### config.mk
export PLATFORM = sky130hd
export DESIGN_NAME = div_unit
export DESIGN_NICKNAME = d
export VERILOG_FILES = /design/src/rtl/div_unit.sv
export SDC_FILE = /design/constraint.sdc
export NUM_CORES = 1
export LEC_CHECK = 0
export ABC_CLOCK_PERIOD_IN_PS = 5150
export BUFFER_PORTS_ARGS = -buffer_cell sky130_fd_sc_hd__buf_2
export CAP_MARGIN = 20
export CORE_ASPECT_RATIO = 1.25
export CORE_MARGIN = 2
export CORE_UTILIZATION = 39
export CTS_BUF_LIST = sky130_fd_sc_hd__clkbuf_8
export CTS_CLUSTER_DIAMETER = 150
export DETAILED_ROUTE_END_ITERATION = 7
export GPL_ROUTABILITY_DRIVEN = 0
export PLACE_DENSITY = 0.65
export SLEW_MARGIN = 25
export SYNTH_ARGS = -nofsm -noshare
export SYNTH_HDL_FRONTEND = slang
export SYNTH_SLANG_ARGS = --single-unit
### constraint.sdc
create_clock -name clk -period 5.15 [get_ports clk]
set_input_delay 0 -clock clk [delete_from_list [all_inputs] [get_ports clk]]
set_output_delay 0 -clock clk [all_outputs]
set_load 0.03 [all_outputs]
### src/rtl/div_unit.sv
// Radix-2 restoring DIV/DIVU: one quotient bit per cycle, result {rem, quo} after DATA_W+1 cycles (1 for /0).
// Level start_i is held by execute; the result is held until start_i drops, and annul_i aborts an in-flight divide.
module div_unit #(
  parameter int DATA_W = 32
) (
  input  logic                  clk,
  input  logic                  rst,
  input  logic                  signed_div_i,
  input  logic [DATA_W-1:0]     opdata1_i,
  input  logic [DATA_W-1:0]     opdata2_i,
  input  logic                  start_i,
  input  logic                  annul_i,
  output logic [2*DATA_W-1:0]   result_o,
  output logic                  ready_o
);

  localparam int CNT_W = $clog2(DATA_W + 1);

  typedef enum logic [1:0] {DIV_FREE, DIV_BYZERO, DIV_ON, DIV_END} state_t;

  state_t            state;
  logic [CNT_W-1:0]  cnt;
  logic [DATA_W-1:0] rem_q;
  logic [DATA_W-1:0] quo_q;
  logic [DATA_W-1:0] dvs_q;
  logic              sgn_div_q;
  logic              sgn1_q;
  logic              sgn2_q;

  logic [DATA_W:0]   trial;
  logic [DATA_W-1:0] abs1;
  logic [DATA_W-1:0] abs2;
  logic [DATA_W-1:0] quo_fix;
  logic [DATA_W-1:0] rem_fix;

  // 0x80000000 negates to itself, which is exactly its unsigned magnitude.
  always_comb begin
    abs1    = (signed_div_i && opdata1_i[DATA_W-1]) ? -opdata1_i : opdata1_i;
    abs2    = (signed_div_i && opdata2_i[DATA_W-1]) ? -opdata2_i : opdata2_i;
    trial   = {rem_q, quo_q[DATA_W-1]} - {1'b0, dvs_q};
    quo_fix = (sgn_div_q && (sgn1_q ^ sgn2_q)) ? -quo_q : quo_q;
    rem_fix = (sgn_div_q && sgn1_q) ? -rem_q : rem_q;
  end

  always_ff @(posedge clk or negedge rst) begin
    if (!rst) begin
      state     <= DIV_FREE;
      cnt       <= '0;
      rem_q     <= '0;
      quo_q     <= '0;
      dvs_q     <= '0;
      sgn_div_q <= 1'b0;
      sgn1_q    <= 1'b0;
      sgn2_q    <= 1'b0;
      result_o  <= '0;
      ready_o   <= 1'b0;
    end else begin
      case (state)
        DIV_FREE: begin
          ready_o  <= 1'b0;
          result_o <= '0;
          if (start_i && !annul_i) begin
            if (opdata2_i == '0) begin
              state <= DIV_BYZERO;
            end else begin
              state     <= DIV_ON;
              cnt       <= '0;
              rem_q     <= '0;
              quo_q     <= abs1;
              dvs_q     <= abs2;
              sgn_div_q <= signed_div_i;
              sgn1_q    <= opdata1_i[DATA_W-1];
              sgn2_q    <= opdata2_i[DATA_W-1];
            end
          end
        end
        DIV_BYZERO: begin
          state    <= DIV_END;
          result_o <= '0;
          ready_o  <= 1'b1;
        end
        DIV_ON: begin
          if (annul_i) begin
            state    <= DIV_FREE;
            ready_o  <= 1'b0;
            result_o <= '0;
          end else if (cnt != CNT_W'(DATA_W)) begin
            cnt <= cnt + 1'b1;
            if (!trial[DATA_W]) begin
              rem_q <= trial[DATA_W-1:0];
              quo_q <= {quo_q[DATA_W-2:0], 1'b1};
            end else begin
              rem_q <= {rem_q[DATA_W-2:0], quo_q[DATA_W-1]};
              quo_q <= {quo_q[DATA_W-2:0], 1'b0};
            end
          end else begin
            state    <= DIV_END;
            result_o <= {rem_fix, quo_fix};
            ready_o  <= 1'b1;
          end
        end
        DIV_END: begin
          if (!start_i) begin
            state    <= DIV_FREE;
            ready_o  <= 1'b0;
            result_o <= '0;
          end
        end
        default: state <= DIV_FREE;
      endcase
    end
  end

endmodule

Yosys cells after proc, flatten, opt, wreduce, memory -nomap -nowiden. Index checks and enable logic that the tools add are counted.

Bits in registers: 172. Input port bits: 69. Output and inout port bits: 65.

$add $sub $neg: 6. Equal/unequal tests: 10. Mux-type cells: 35. Bitwise operators: 2. Reduce and logical (&&, ||, !) cells: 14.

Operator list (count): 32-bit 2-to-1 mux (13); 64-bit 2-to-1 mux (3); 64-bit one-hot mux with 3 select lines (1); 32-bit negation (4); 32-bit one-hot mux with 2 select lines (2); 33-bit by 32-bit subtractor with 33-bit output (1); 32-bit logical NOT (1); 6-bit 2-to-1 mux (4); 6-bit one-hot mux with 2 select lines (1); 2-bit 2-to-1 mux (5); 2-bit inequality test (second input constant) (5); 2-bit one-hot mux with 4 select lines (1); 6-bit by 1-bit adder with 6-bit output (second input constant) (1); 6-bit inequality test (second input constant) (1); 3-bit AND reduction (2); 1-bit logical AND (5); 5-bit AND reduction (1); 2-bit == test (second input constant) (2); 1-bit 2-to-1 mux (4); 1-bit one-hot mux with 4 select lines (1); 3-bit inequality test (second input constant) (1); 2-bit by 1-bit == test with 1-bit output (second input constant) (1); 2-bit logical NOT (1); 2-bit AND reduction (1); 5 further kinds (5).

Logic depth before layout (Yosys ltp). Gate-level depths: netlist (run 1).

Word-level depth: 6. Depth in mapped cells: 13.

Worst setup path after synthesis (run 1). Ideal clock, no wire load.

Path type: register to register. Start: register quo_q[31]. End: register rem_q[23]. Arrival: 3267 ps. Setup slack: 1814 ps. Stages on the path, launching flop included: 14. Path buffers: 1. Path through: dfrtp_1 -> inv_1 -> ha_1 -> fa_1 -> nor2b_4 -> o31a_1 -> o41a_1 -> a311o_1 -> a211oi_2 -> or4_1 -> and3_1 -> buf_2 -> or4_1 -> nand3_1.

Word-level cells in the longest chain between the ends: 5.

RTL lines: start: declaration (RTL line 24) `logic [DATA_W-1:0] quo_q;`; start signal: assignment (RTL line 69) `quo_q <= abs1;`; start signal: assignment (RTL line 91) `quo_q <= {quo_q[DATA_W-2:0], 1'b1};`; start signal: assignment (RTL line 94) `quo_q <= {quo_q[DATA_W-2:0], 1'b0};`; 33-bit by 32-bit subtractor with 33-bit output (RTL line 40) `trial = {rem_q, quo_q[DATA_W-1]} - {1'b0, dvs_q};`; 32-bit 2-to-1 mux (RTL line 89) `if (!trial[DATA_W]) begin`; 32-bit 2-to-1 mux (RTL line 87) `end else if (cnt != CNT_W'(DATA_W)) begin`; 32-bit 2-to-1 mux (RTL line 83) `if (annul_i) begin`; 32-bit one-hot mux with 2 select lines (RTL line 58) `case (state)`; end signal: assignment (RTL line 90) `rem_q <= trial[DATA_W-1:0];`; end signal: assignment (RTL line 93) `rem_q <= {rem_q[DATA_W-2:0], quo_q[DATA_W-1]};`; end: declaration (RTL line 23) `logic [DATA_W-1:0] rem_q;`.

Every way passes these cells. The select of a mux whose other input is x is not followed. A chain may end at the register's enable or synchronous reset.

Worst setup path after layout (run 1).
Start: register quo_q[31]. End: register rem_q[27].

Same word-level chain as after synthesis.

==> metrics, run 1 <==
Max Buffers Root-to-Sink=2; P_int=3.12 mW; async set-reset flop share out of synthesis=between 90% and 100%; nets=~1600; gr usage total=19.7%; CP peak stage delay=0.61 ns; Data arrival, critical path=about 4.2 ns; clock network power share=18.8%; PwrDens=between 400 and 500 nW/um2; Final Critical Period=3.82 ns; EDFF count, synth=0; # setup viols final=0; initial antenna violation count=1; H-Tree Depth=4; Core Region=~29000 um2; CTS tree=yes; boundary pin count=~130; Slew headroom=approximately 40%; post-DP HPWL=approximately 22000 um; wire length of the first global-routing pass=between 40000 and 50000 um; Reg clk slew, reported paths=around 0.09 ns; Seq pwr share=a little over a third; Finished Cell Area=about 13000 um2; clk sink count=around 170; Final ANT Viol Nets=0; cell breakdown of the critical path=inv_1 -> ha_1 -> fa_1 -> nor2b_4 -> o31a_1 -> o41a_1 -> a311o_1 -> a211oi_2 -> or4_1 -> nand3_2 -> buf_4 -> nand2_1 -> o221ai_1; Syn Nets=around 1500; worst-margin pin slew=~0.9 ns; synthesized area per cell=about 8.2 um2; Detailed Route WL=30100 um; row count=69; cells after synthesis=~1400; Initial Util=39.8%; Max Freq=~260 MHz; status=complete, no violations; grt total ovfl=0; Cell Area, Synth=around 11000 um2; Tcrit/Tclk final=between 70% and 80%; Crit Path Max Fanout=33; vias in the first global route=about 9700; proportion of layout cells with a drive suffix above 1=12.4%; CP Capture Type=flip-flop; Final Hold Vio Count=0; largest net degree at the start of global routing=about 110; Routed wire per std cell=roughly 15 um; worst vdd ir=0.190 mV; Antenna diodes=0; worst min-delay path class=in -> reg; Sw Ratio=between 40% and 50%; most common cell after layout, fill and taps aside=nand2_1; total number of vias=slightly above 10000; slowest stage cell, crit path=or4_1; overall die height=195 um; CTS Buf Count=17; First DRT Iteration DRCs=between 600 and 700; area grow syn2layout=17.2%; unrepaired setup endpoints after global routing=no; register area share after synthesis=between 30% and 40%; WP data required=between 5 and 6 ns; drt via density=around 5.3; final slew viol count=0; setup_tns=0 ns; chip width=157 um; clock latency on the worst-skew pair=approximately 0.49 ns; Leakage=slightly above 6 nW; yosys warns=0; CTS Root Cell=clkbuf_8; Logic pwr share=a little under half; WS Path Type=reg -> reg; drt drc=0; maxcap violations=0; CTS resizes=0; startpoint class of the critical path=flip-flop; flop and latch count out of synthesis=between 150 and 200; Detailed Routing Iterations Pass 1=5; Layout Skew=around 0.029 ns; placed instance area=between 10000 and 15000 um2; most frequent cells in the layout=nand2_1 (209), o21ai_0 (190), dfrtp_1 (172); top_reg_cell synth=dfrtp_1; net switching power=around 2.4 mW; IO Port Bufs=133; synth unique cells=58; die area=a little over 30000 um2
## registers in the layout (all words and copies together) (netlist names)
| name | flops |
|---|---|
| result_o | 64 |
| dvs_q | 32 |
| quo_q | 32 |
| rem_q | 32 |
| cnt | 6 |
| state | 2 |
| ready_o | 1 |
| sgn1_q | 1 |
| sgn2_q | 1 |
| sgn_div_q | 1 |
## synth_stat cells (2+ instances only)
library cell	count	area share, %
nand2b_1	9	0.49
a21oi_1	123	5.4
dfrtp_1	172	38
nor4_1	17	0.93
a32oi_1	2	0.15
nor3_1	25	1.1
a22o_1	7	0.54
a21o_1	22	1.5
o211a_1	2	0.18
buf_1	7	0.23
o21ai_0	190	8.4
or2_2	3	0.16
or3_1	15	0.82
nand3_1	18	0.79
xor2_1	54	4.2
o31ai_1	12	0.79
or4_1	18	1.2
xnor2_1	85	6.5
o41ai_1	7	0.54
buf_4	2	0.13
and3_1	5	0.27
nand3b_1	2	0.13
nor3b_1	3	0.20
buf_2	7	0.31
o2111ai_1	2	0.15
clkbuf_1	47	1.6
a311oi_1	2	0.15
a21boi_0	2	0.13
and2_1	7	0.38
o31a_1	2	0.15
nand4_1	9	0.49
mux2_2	7	0.69
nor2_1	103	3.4
ha_1	43	4.7
a31oi_1	9	0.49
mux2i_1	33	2.9
inv_1	56	1.8
o221ai_1	4	0.31
nand2_1	212	7.0
o211ai_1	2	0.13
o21a_1	7	0.46
a211oi_1	5	0.33
nor2b_1	8	0.44
o21bai_1	3	0.20
## critical path: cells and delay by family (launching register included)
| family | cells | cell delay [ns] |
|---|---|---|
| and+or+nand+nor | 4 | 1.10 |
| AOI/OAI and AO/OA | 5 | 1.05 |
| adders and majority gates | 2 | 0.68 |
| buffers and inverters | 2 | 0.53 |
| DFF | 1 | 0.37 |
## power by group through the flow
stage	clock network (mW)	registers (mW)	logic [mW]
final	1.03	1.91	2.55
after global routing	1.11	1.95	2.86
after global placement	0	1.92	2.46
after detailed placement	0	1.93	2.51
after floorplan	0	1.85	1.94
after CTS	1.06	1.91	2.55
## path summary, 6_finish.rpt
check	from	end	slack [ns]	cells after the start
min in group asynchronous	rst	result_o[25]	0.19	2
worst min-delay path	opdata1_i[27]	quo_q[27]	0.01	4
worst min register to register	result_o[24]	result_o[24]	0.48	2
worst max-delay path	quo_q[31]	rem_q[27]	1.33	13
max in group asynchronous	rst	dvs_q[14]	3.55	3
worst max register to register	quo_q[31]	rem_q[27]	1.33	13
## metrics by stage
step                hold WS (ns)  setup slack [ns]  cells  power [mW]  util, %
floorplan                 -0.296              1.81   1384        3.79        -
global placement           0.211              1.42   1854        4.38     43.3
detailed placement         0.215              1.35   1854        4.45     43.3
CTS                    0.0000629              1.34   1939        5.52     46.6
global route              0.0291              1.06   1939        5.93     46.6
finish                    0.0122              1.33   1939        5.49     46.6
## kinds of logic (layout without fill, tap and decap cells)
| group | after synthesis | after routing | share of synthesized area [%] |
|---|---|---|---|
| adders and majority gates | 44 | 44 | 4.90 |
| muxes | 40 | 40 | 3.60 |
| AOI/OAI and AO/OA | 410 | 410 | 20.6 |
| buffers and inverters | 119 | 284 | 4.07 |
| and+or+nand+nor | 460 | 460 | 18.3 |
| DFF | 172 | 172 | 37.8 |
| xor gates and xnor gates | 139 | 139 | 10.7 |
## routing by layer
| metal | up-vias | wire [um] | track usage [%] |
|---|---|---|---|
| li1 | 5146 | - | - |
| met1 | 4818 | 13700 | 26.1 |
| met2 | 247 | 14600 | 33.7 |
| met3 | 31 | 1370 | 2.74 |
| met4 | 0 | 398 | 4.96 |
| met5 | - | 0 | 0 |
## final cells by class
class,instances,area (um2)
fillers,2873,15200
multi-input cells,1093,6630
flip-flops and latches,172,4300
repair buffers,196,1280
well taps,390,488
clock buffers,20,275
inverters,56,210
clock inverters,12,146
## repair_timing
| action | CTS | global route |
|---|---|---|
| hold buffers | 53 | 0 |
| setup buffers | 0 | 0 |
| endpoints found under the hold margin | 154 | 0 |
Power figures use the tool's default switching activity.
==> run 2, diff against run 1 <==
Settings changed: ABC_CLOCK_PERIOD_IN_PS 5150 to 3500, PLACE_DENSITY 0.65 to 0.67.
Clock period 5.15 ns to 3.5 ns, I/O delays scaled along.
==> metrics, run 2 (synthesis results as in run 1) <==
Most flops, register=result_o; Detailed Routing Iterations Pass 1=5; start point of the critical path=rem_q[0]; number of flip-flops under the largest register name=between 60 and 70; worst-margin pin slew=between 0.8 and 0.9 ns; Antenna diodes=0; H-Tree Depth=4; setup_tns=0 ns; initial antenna violation count=1; Core Region=roughly 29000 um2; Max Freq=roughly 300 MHz; Final ANT Viol Nets=0; post-DP HPWL=between 20000 and 25000 um; net switching power=approximately 3.6 mW; WS Path Type=reg -> reg; hold_ws=0.0317 ns; nets=1682; drt via density=about 5.3; Reg clk slew, reported paths=~0.1 ns; final slew viol count=0; worst min-delay path class=in -> reg; Final Critical Period=roughly 3.3 ns; FF-to-FF End=rem_q[0]; CTS Root Cell=clkbuf_8; Data arrival, critical path=around 3.7 ns; CP peak stage delay=approximately 0.44 ns; clock network power share=17.8%; # setup viols final=0; # placed instances=1878; status=complete, no violations; Layout Cells excl Fill=between 1500 and 2000; P_int=4.60 mW; number of fill cells in the layout=between 2000 and 3000; total power=just over 8 mW; boundary pin count=roughly 130; die area=approximately 31000 um2; CTS Buf Count=17; most common cell after layout, fill and taps aside=nand2_1; Detailed Route WL=just over 30000 um; Max Buffers Root-to-Sink=2; overall die height=around 190 um; First DRT Iteration DRCs=between 500 and 600; clk sink count=~170; worst vdd ir=0.290 mV; placed instance area=~13000 um2; area grow syn2layout=20.0%; row count=slightly below 70; Crit Path Max Fanout=20; Initial Util=39.8%; cell breakdown of the critical path=inv_1 -> fa_2 -> nor2b_4 -> o31a_1 -> o41a_1 -> a311o_1 -> a211oi_2 -> or4_4 -> nand3_2 -> buf_12 -> mux2i_1 -> a22o_1; worst hold stages=4; Final Hold Vio Count=0; Finished Cell Area=around 14000 um2; Tcrit/Tclk final=about 95%; Routed wire per std cell=approximately 15 um; R2R setup slack=about 0.16 ns; Layout Skew=approximately 0.022 ns; wire length of the first global-routing pass=about 50000 um; R2R depth=12; Leakage=between 6 and 7 nW; Logic pwr share=around 48%; drt drc=0; Slew headroom=slightly above 40%; WP data required=between 3 and 4 ns; CP Capture Type=flip-flop; startpoint class of the critical path=flip-flop; IO Port Bufs=~130; proportion of layout cells with a drive suffix above 1=between 10% and 20%; Sw Ratio=between 40% and 50%; gr usage total=between 20 and 25%; most frequent cells in the layout=nand2_1 (209), o21ai_0 (190), dfrtp_1 (172); grt total ovfl=0; slowest stage cell, crit path=dfrtp_1; total number of vias=between 10000 and 15000; CTS tree=yes; largest net degree at the start of global routing=109; PwrDens=approximately 600 nW/um2; R2R Path Start=rem_q[0]; chip width=157 um; clock latency on the worst-skew pair=roughly 0.48 ns; Seq pwr share=about 34%; Worst setup endpoint=rem_q[0]; vias in the first global route=just over 10000; maxcap violations=0
==> run 2: cell types whose count changed in the layout (fill, tap and decap cells not counted), sizes merged <==
cell	before	now
dlygate4sd3	53	61
inv	60	65
buf	142	167
bufinv	3	2
clkbuf	21	18
clkinvlp	3	2
==> run 2: area by class of cell <==
class                   instances  area, um2  area share, %
flip-flops and latches        172       4300           31.5
clock inverters                15        160           1.17
clock buffers                  17        234           1.71
well taps                     390        488           3.57
repair buffers                229       1610           11.8
multi-input cells            1093       6640           48.7
inverters                      56        210           1.54
==> run 2: metal layers <==
| layer | routed length [um] | vias to the layer above | GRT usage (%) |
|---|---|---|---|
| met3 | 1430 | 52 | 2.72 |
| met4 | 749 | 0 | 6.69 |
| met2 | 14700 | 297 | 34.4 |
| li1 | - | 5210 | - |
| met5 | 0 | - | 0 |
| met1 | 13600 | 4927 | 26.0 |
==> run 2: stage by stage <==
stage / worst slack, ns / utilization [%]
6_report: 0.162 / 47.8
5_1_grt: -0.0179 / 47.8
3_3_place_gp: 0.114 / 44.2
2_1_floorplan: 0.164 / -
3_5_place_dp: 0.0538 / 44.2
4_1_cts: 0.0297 / 47.7
==> run 2: worst min-delay path by stage <==
| stage | from | to |
|---|---|---|
| after global placement | rst | result_o[28] |
| after global routing | opdata1_i[27] | quo_q[27] |
| final | opdata1_i[27] | quo_q[27] |
| after CTS | opdata1_i[27] | quo_q[27] |
| after detailed placement | rst | result_o[28] |
| after floorplan | rst | cnt[0] |
==> run 2: critical path, delay by kind of cell (launching register included) <==
family          cells  cell delay, ns
fa+ha+maj           1            0.27
flops               1            0.44
compound gates      5            1.57
simple gates        3            0.41
mux                 1            0.14
buf+inv             2            0.39
==> run 2: what timing repair did <==
item | 4_1_cts | 5_1_grt
hold endpoints to repair | 161 | 0
setup buffers | 0 | 1
endpoints found under the setup margin | 0 | 33
hold buffers | 61 | 0
resized for setup | 0 | 5
==> run 2: power groups by stage <==
stage | Combinational [mW] | Clock (mW) | Sequential, mW
detailed placement | 3.80 | 0 | 2.83
global route | 4.41 | 1.57 | 2.87
CTS | 3.87 | 1.49 | 2.79
floorplan | 2.85 | 0 | 2.73
finish | 3.91 | 1.45 | 2.80
global placement | 3.73 | 0 | 2.81
